File: config.mk
export PLATFORM = sky130hd
export DESIGN_NAME = rename_unit
export DESIGN_NICKNAME = d
export VERILOG_FILES = /design/src/rtl/rename_unit.sv
export SDC_FILE = /design/constraint.sdc
export NUM_CORES = 2
export LEC_CHECK = 0
export ABC_AREA = 0
export ABC_CLOCK_PERIOD_IN_PS = 3600
export CAP_MARGIN = 10
export CORE_MARGIN = 2
export CORE_UTILIZATION = 50
export DETAILED_ROUTE_END_ITERATION = 8
export PLACE_DENSITY = 0.64
export SLEW_MARGIN = 20
export SYNTH_ARGS = -nofsm -noshare
export SYNTH_HDL_FRONTEND = slang
export SYNTH_SLANG_ARGS = --single-unit
File: constraint.sdc
create_clock -name clk -period 3.6 [get_ports clk]
set_input_delay 0.54 -clock clk [delete_from_list [all_inputs] [get_ports clk]]
set_output_delay 0.54 -clock clk [all_outputs]
set_load 0.01 [all_outputs]
File: src/rtl/rename_unit.sv
// Register rename stage: RAT lookup plus circular free-list allocation ahead of the ROB.
// Commits recycle old mappings at the tail; rollbacks repair the RAT and rewind the head.
module rename_unit #(
  parameter int NUM_AREG = 64,
  parameter int NUM_PREG = 128
) (
  input  logic       clk,
  input  logic       rst,
  input  logic       ID_valid,
  input  logic       ID_rd_en,
  input  logic [5:0] ID_A_rs1,
  input  logic [5:0] ID_A_rs2,
  input  logic [5:0] ID_A_rd,
  output logic       ID_ready,
  input  logic       ROB_ready,
  input  logic       stall,
  output logic       DC_valid,
  output logic [6:0] DC_P_rs1,
  output logic [6:0] DC_P_rs2,
  output logic [6:0] DC_P_rd_new,
  output logic [6:0] DC_P_rd_old,
  output logic [5:0] DC_A_rd,
  input  logic       commit_wb_en,
  input  logic [6:0] commit_P_rd_old,
  input  logic       rollback_en_0,
  input  logic [5:0] rollback_A_rd_0,
  input  logic [6:0] rollback_P_rd_old_0,
  input  logic [6:0] rollback_P_rd_new_0,
  input  logic       rollback_en_1,
  input  logic [5:0] rollback_A_rd_1,
  input  logic [6:0] rollback_P_rd_old_1,
  input  logic [6:0] rollback_P_rd_new_1,
  output logic [6:0] fl_count
);

  localparam int FL_DEPTH = NUM_PREG - NUM_AREG;
  localparam logic [6:0] FL_FULL = 7'(FL_DEPTH);

  logic [6:0] rat [NUM_AREG];
  logic [6:0] fl  [FL_DEPTH];
  logic [5:0] head;
  logic [5:0] tail;

  logic       need_rd;
  logic       fire;
  logic       alloc;
  logic       push;
  logic       rb_ret0;
  logic       rb_ret1;
  logic [1:0] rb_n;
  logic [5:0] lifo_idx0;
  logic [5:0] lifo_idx1;

  assign need_rd  = ID_rd_en && (ID_A_rd != 6'd0);
  assign ID_ready = !stall && ROB_ready && (!need_rd || fl_count != 7'd0);
  assign fire     = ID_valid && ID_ready;
  assign DC_valid = fire;
  assign alloc    = fire && need_rd;
  assign push     = commit_wb_en && (commit_P_rd_old != 7'd0);

  assign DC_P_rs1    = rat[ID_A_rs1];
  assign DC_P_rs2    = rat[ID_A_rs2];
  assign DC_P_rd_old = need_rd ? rat[ID_A_rd] : 7'd0;
  assign DC_P_rd_new = need_rd ? fl[head] : 7'd0;
  assign DC_A_rd     = ID_A_rd;

  // Only slots that actually consumed a free-list entry give one back.
  assign rb_ret0 = rollback_en_0 && (rollback_P_rd_new_0 != 7'd0);
  assign rb_ret1 = rollback_en_1 && (rollback_P_rd_new_1 != 7'd0);
  assign rb_n    = {1'b0, rb_ret0} + {1'b0, rb_ret1};

  always_ff @(posedge clk or negedge rst) begin
    if (!rst) begin
      for (int i = 0; i < NUM_AREG; i++) rat[i] <= 7'(i);
    end else if (alloc) begin
      rat[ID_A_rd] <= fl[head];
    end else begin
      // Slot 0 is younger; slot 1's later assignment wins on a shared A_rd.
      if (rollback_en_0 && rollback_A_rd_0 != 6'd0) rat[rollback_A_rd_0] <= rollback_P_rd_old_0;
      if (rollback_en_1 && rollback_A_rd_1 != 6'd0) rat[rollback_A_rd_1] <= rollback_P_rd_old_1;
    end
  end

  always_ff @(posedge clk or negedge rst) begin
    if (!rst) begin
      for (int j = 0; j < FL_DEPTH; j++) fl[j] <= 7'(NUM_AREG + j);
    end else if (push) begin
      fl[tail] <= commit_P_rd_old;
    end
  end

  always_ff @(posedge clk or negedge rst) begin
    if (!rst) begin
      head     <= 6'd0;
      tail     <= 6'd0;
      fl_count <= FL_FULL;
    end else begin
      head     <= head + 6'(alloc) - {4'd0, rb_n};
      tail     <= tail + 6'(push);
      fl_count <= fl_count - 7'(alloc) + 7'(push) + {5'd0, rb_n};
    end
  end

  // Rollback returns registers in LIFO order; entries are not rewritten.
  assign lifo_idx0 = head - 6'd1;
  assign lifo_idx1 = head - 6'd1 - {5'd0, rb_ret0};

  a_rb_no_fire: assert property (@(posedge clk) disable iff (!rst)
    (rollback_en_0 || rollback_en_1) |-> !fire);
  a_lifo0: assert property (@(posedge clk) disable iff (!rst)
    rb_ret0 |-> (fl[lifo_idx0] == rollback_P_rd_new_0));
  a_lifo1: assert property (@(posedge clk) disable iff (!rst)
    rb_ret1 |-> (fl[lifo_idx1] == rollback_P_rd_new_1));
  a_push_full: assert property (@(posedge clk) disable iff (!rst)
    push |-> (fl_count != FL_FULL));

endmodule

==> results.md <==
- The pin count of the biggest net entering global routing is 188.
- The total routing resource utilization after global routing is 0.458.
- The detailed router finished its first iteration with 10137 violations.
- The layout filler cell count is 10513.
- Once layout is done, the placed cells without fillers occupy 0.0739 mm^2.
- The floorplan has 129 rows.
- Across the whole layout, storage elements account for 0.0235 mm^2.
- Across the VDD grid, the largest voltage drop is 0.749 mV.
- The proportion of layout cells with a drive suffix above 1 is 0.331.
- The first global-routing pass estimated 423000 um of wire.
- Data arrives at the worst endpoint at 3.73 ns.
- Setup repair after global routing could not meet its margin everywhere.
- The max-slew headroom at the worst pin is 0.145.
- The net count reported at finish is 7308.
- The cell chosen for the clock root is sky130_fd_sc_hd__clkbuf_16.
- Dividing the detail-routed via count by the number of cells gives 7.01.
- In this design, the stage delay of the slowest critical-path cell is 0.66 ns.
- The post-synthesis to final-layout area growth is 17.8%.
- The register area share after synthesis is 0.374.
- The number of nets with antenna violations after detailed routing is 0.
- The critical path start-end classification is flop to output pin.
- Setup violations remaining at the end of the flow were counted as 14.
- The via count of the first global-routing pass is 58523.
- The critical path goes through buf_12 -> buf_8 -> buf_12 -> buf_16 -> mux4_2 -> a22oi_2 -> buf_4 -> a21oi_4 -> or4_4 -> and2_4 -> buf_6.
- Data on the critical path is required at its endpoint by 3.06 ns.
- STA classifies the critical path startpoint as a flop.
- The clock reaches the later pin of the worst-skew pair after 0.79 ns.
- Based on the critical path, the design can be clocked at up to 234 MHz.
- The library cell occupying the most area in the post-synthesis netlist is sky130_fd_sc_hd__dfstp_2.
- The longest clock path from root to sink contains 3 buffers.
- The number of hold-slack violations in the final timing report was 0.
- Along the worst path, the maximum fanout reaches 5.
- Pin placement for this block handled 117 I/O pins.
- The final period demand of the worst path is 4.27 ns.
- Synthesis handed over a netlist of 6919 instances.
- The final weighted congestion in routability-driven placement is 1.08.
- The count of pins over their slew limit is 0.
- The category of the worst setup path capture point is an output pin.
- The global-route congestion overflow total is 0.
- Leaving out fill and tap cells, the most frequent cells in the layout are sky130_fd_sc_hd__nand2_1 (1543), sky130_fd_sc_hd__nor2_1 (972), sky130_fd_sc_hd__a21oi_1 (882), sky130_fd_sc_hd__buf_4 (584), sky130_fd_sc_hd__mux2_2 (478).
- The total clock buffers created by CTS is 103.
- The met3 demand-to-capacity share in global routing is 0.146.
- The smallest setup slack after layout is -0.669 ns.
- Counting flops with an async set or reset pin after synthesis yields a share of 1.00.
- Measured on the finished design, the core utilization comes to 0.595.
- Port buffering added 116 buffers.
- Each instance of the synthesized netlist takes up on average 9.06 um^2.
- TritonCTS built the clock tree.
- The synthesized design contains 915 register bits.
- The pre-antenna-repair detailed-routing pass consisted of 7 iterations.
- Dividing the detail-routed wire length by the instance count gives 33.4 um.
- The final reports fail on setup timing.
- After detailed placement, the total cell area comes to 0.0693 mm^2.
- The floorplan step defined a core boundary enclosing 0.124 mm^2.
- For this run, the number of standard cells in the final layout without fillers is 8955.
- In this run, distinct cell masters in the synthesized netlist total 66.
- The area of the die is 0.128 mm^2.
- The slowest cell on the critical path is sky130_fd_sc_hd__or4_4.
- At the pin with the least slew margin, the transition time is 1.28 ns.
- The number of warnings printed during yosys synthesis is 0.
- The initial antenna violation count was 26.
- In the synthesized netlist the dominant register cell turns out to be sky130_fd_sc_hd__dfrtp_1.
- Summed over all cells, the static leakage comes to 30.0 nW.
- After clock tree synthesis, the clock-pin slew on the worst setup and hold paths is 0.06 ns.
- In this run the most used layer during global routing was met2.
- Measured along the y axis, the die boundary spans 358 um.
- After detailed placement, the design holds a cell count of 8704.
- The wire-length estimate of the detail-placed layout is 201000 um.
- Leaving out fill and tap cells, the most frequent cell in the layout is sky130_fd_sc_hd__nand2_1.
- The cell seen most often among critical-path stages is sky130_fd_sc_hd__buf_12.
- The tool flagged a number of max-cap violations equal to 0.
- In the global route stage, met1 resource usage came out at 0.566.
- The chip width is 358 um.
- The total number of vias is 62755.
- The number of nets in the synthesized netlist is 7015.
- For this design, the sink count on the clock tree is 915.
- The summed instance area of the synthesized netlist is 0.0627 mm^2.
- The tightest min-delay check is of the input pin to asynchronous set/reset pin type.
- The residual DRC count is 0.
- Yosys mapped a number of flops with a built-in enable equal to 0.
- The flow ran to the end, but the final reports show violations.
- The final clock period utilization by the worst path is 1.19.
- The share of synthesized area in the top cell type comes to 0.188.
- The area taken by multi-input logic gates is 0.0371 mm^2.
- The initial utilization of the core area, before any placement, comes to 0.505.
- For the final database, setup skew stands at 0.0734 ns.
- The H-tree was split into 3 levels.
- The overall power after layout is 53.2 mW.
- For met2 alone, demand over resource in global routing was 0.669.
- Yosys attributes the largest share of cell area to sky130_fd_sc_hd__dfstp_2 (19%), sky130_fd_sc_hd__dfrtp_1 (19%), sky130_fd_sc_hd__mux4_2 (15%).
- Setup total negative slack on the finished layout was measured at -4.39 ns.
- Power spread over the standard cell area amounts to 720 mW/mm^2.
- The wire length after detailed routing is 300000 um.
through the flow:
step / hold slack, ns / setup slack, ns
after global placement: 0.405 / -0.639
after floorplan: 0.244 / 0.0332
after CTS: 0.275 / -0.691
final: 0.280 / -0.669
after global routing: 0.303 / -0.680
after detailed placement: 0.407 / -0.540
power by group:
part           internal, mW  switching, mW
clock network          6.37           4.91
registers              14.9           4.99
logic                  10.0           11.9
final cells by class:
cell class	instances	share of cell area
multi-input combinational	5371	0.502
clock inverter	44	0.00757
sequential	915	0.318
clock buffer	152	0.0409
inverter	25	0.00137
tap	1637	0.0277
timing repair buffer	796	0.101
antenna	15	0.000508
final timing paths:
kind                                         from        endpoint  slack [ns]  depth (start not counted)
min in group clk           rollback_P_rd_old_0[1]        rat[141]        0.35                          5
setup reg to reg                          head[0]        rat[230]       -0.01                         14
max in group asynchronous                     rst         fl[112]        2.10                          4
setup / recovery                          head[0]  DC_P_rd_new[1]       -0.67                         11
hold / removal                                rst        rat[423]        0.28                          2
hold reg to reg                          rat[447]        rat[447]        0.43                          0
metal layers:
metal	wire length, um	part of all wire
met2	127000	0.42
met1	104000	0.35
met3	39900	0.13
met5	398	0.0013
met4	28900	0.096
registers in the layout, summed over array words and instances (netlist names):
signal / flops
head: 6
fl_count: 7
rat: 448
fl: 448
tail: 6
cell usage after synthesis (7+ instances only):
cell	n
sky130_fd_sc_hd__mux4_2	428
sky130_fd_sc_hd__a21oi_1	899
sky130_fd_sc_hd__o22ai_1	19
sky130_fd_sc_hd__nor3_1	8
sky130_fd_sc_hd__mux2i_1	106
sky130_fd_sc_hd__a22oi_1	134
sky130_fd_sc_hd__mux2_2	479
sky130_fd_sc_hd__buf_4	10
sky130_fd_sc_hd__a221o_1	8
sky130_fd_sc_hd__nand3_1	14
sky130_fd_sc_hd__or4_1	8
sky130_fd_sc_hd__nor2_1	976
sky130_fd_sc_hd__and3b_1	9
sky130_fd_sc_hd__nor3b_1	12
sky130_fd_sc_hd__o2bb2ai_1	7
sky130_fd_sc_hd__buf_1	37
sky130_fd_sc_hd__dfstp_2	449
sky130_fd_sc_hd__nand2b_1	10
sky130_fd_sc_hd__dfrtp_1	466
sky130_fd_sc_hd__a221oi_1	51
sky130_fd_sc_hd__buf_2	78
sky130_fd_sc_hd__buf_6	15
sky130_fd_sc_hd__nor2b_1	21
sky130_fd_sc_hd__and2_1	15
sky130_fd_sc_hd__clkbuf_1	468
sky130_fd_sc_hd__ha_1	19
sky130_fd_sc_hd__nand2_1	1544
sky130_fd_sc_hd__a31oi_1	401
sky130_fd_sc_hd__inv_1	24
sky130_fd_sc_hd__o21ai_0	70
sky130_fd_sc_hd__and3_1	8
sky130_fd_sc_hd__xnor2_1	8
sky130_fd_sc_hd__a211oi_1	19
kinds of logic (layout without fill, tap and decap cells):
family | after synthesis | count (layout) | share of synthesized area
simple gates | 2678 | 2678 | 0.169
compound gates | 1644 | 1644 | 0.152
mux | 1013 | 1013 | 0.257
flops | 915 | 915 | 0.374
buf+inv | 633 | 1017 | 0.0418
fa+ha+maj | 22 | 22 | 0.00475
xor+xnor | 14 | 14 | 0.00196
other cells | 0 | 15 | 0
critical path: cells and delay by family, from the launching register on:
kind	cells	cell delay, ns
compound gates	2	0.24
buf+inv	6	0.82
flops	1	0.51
mux	1	0.46
simple gates	2	0.87
timing repair:
| action | 4_1_cts | 5_1_grt |
|---|---|---|
| cloned | 4 | 4 |
| gates resized for setup | 179 | 72 |
| pin swaps | 37 | 31 |
| buffers inserted | 21 | 14 |
| endpoints found under the setup margin | 52 | 122 |
| hold endpoints to repair | 25 | 0 |
| hold buffers | 1 | 0 |
Note: power is estimated with default switching activity, not from simulation.
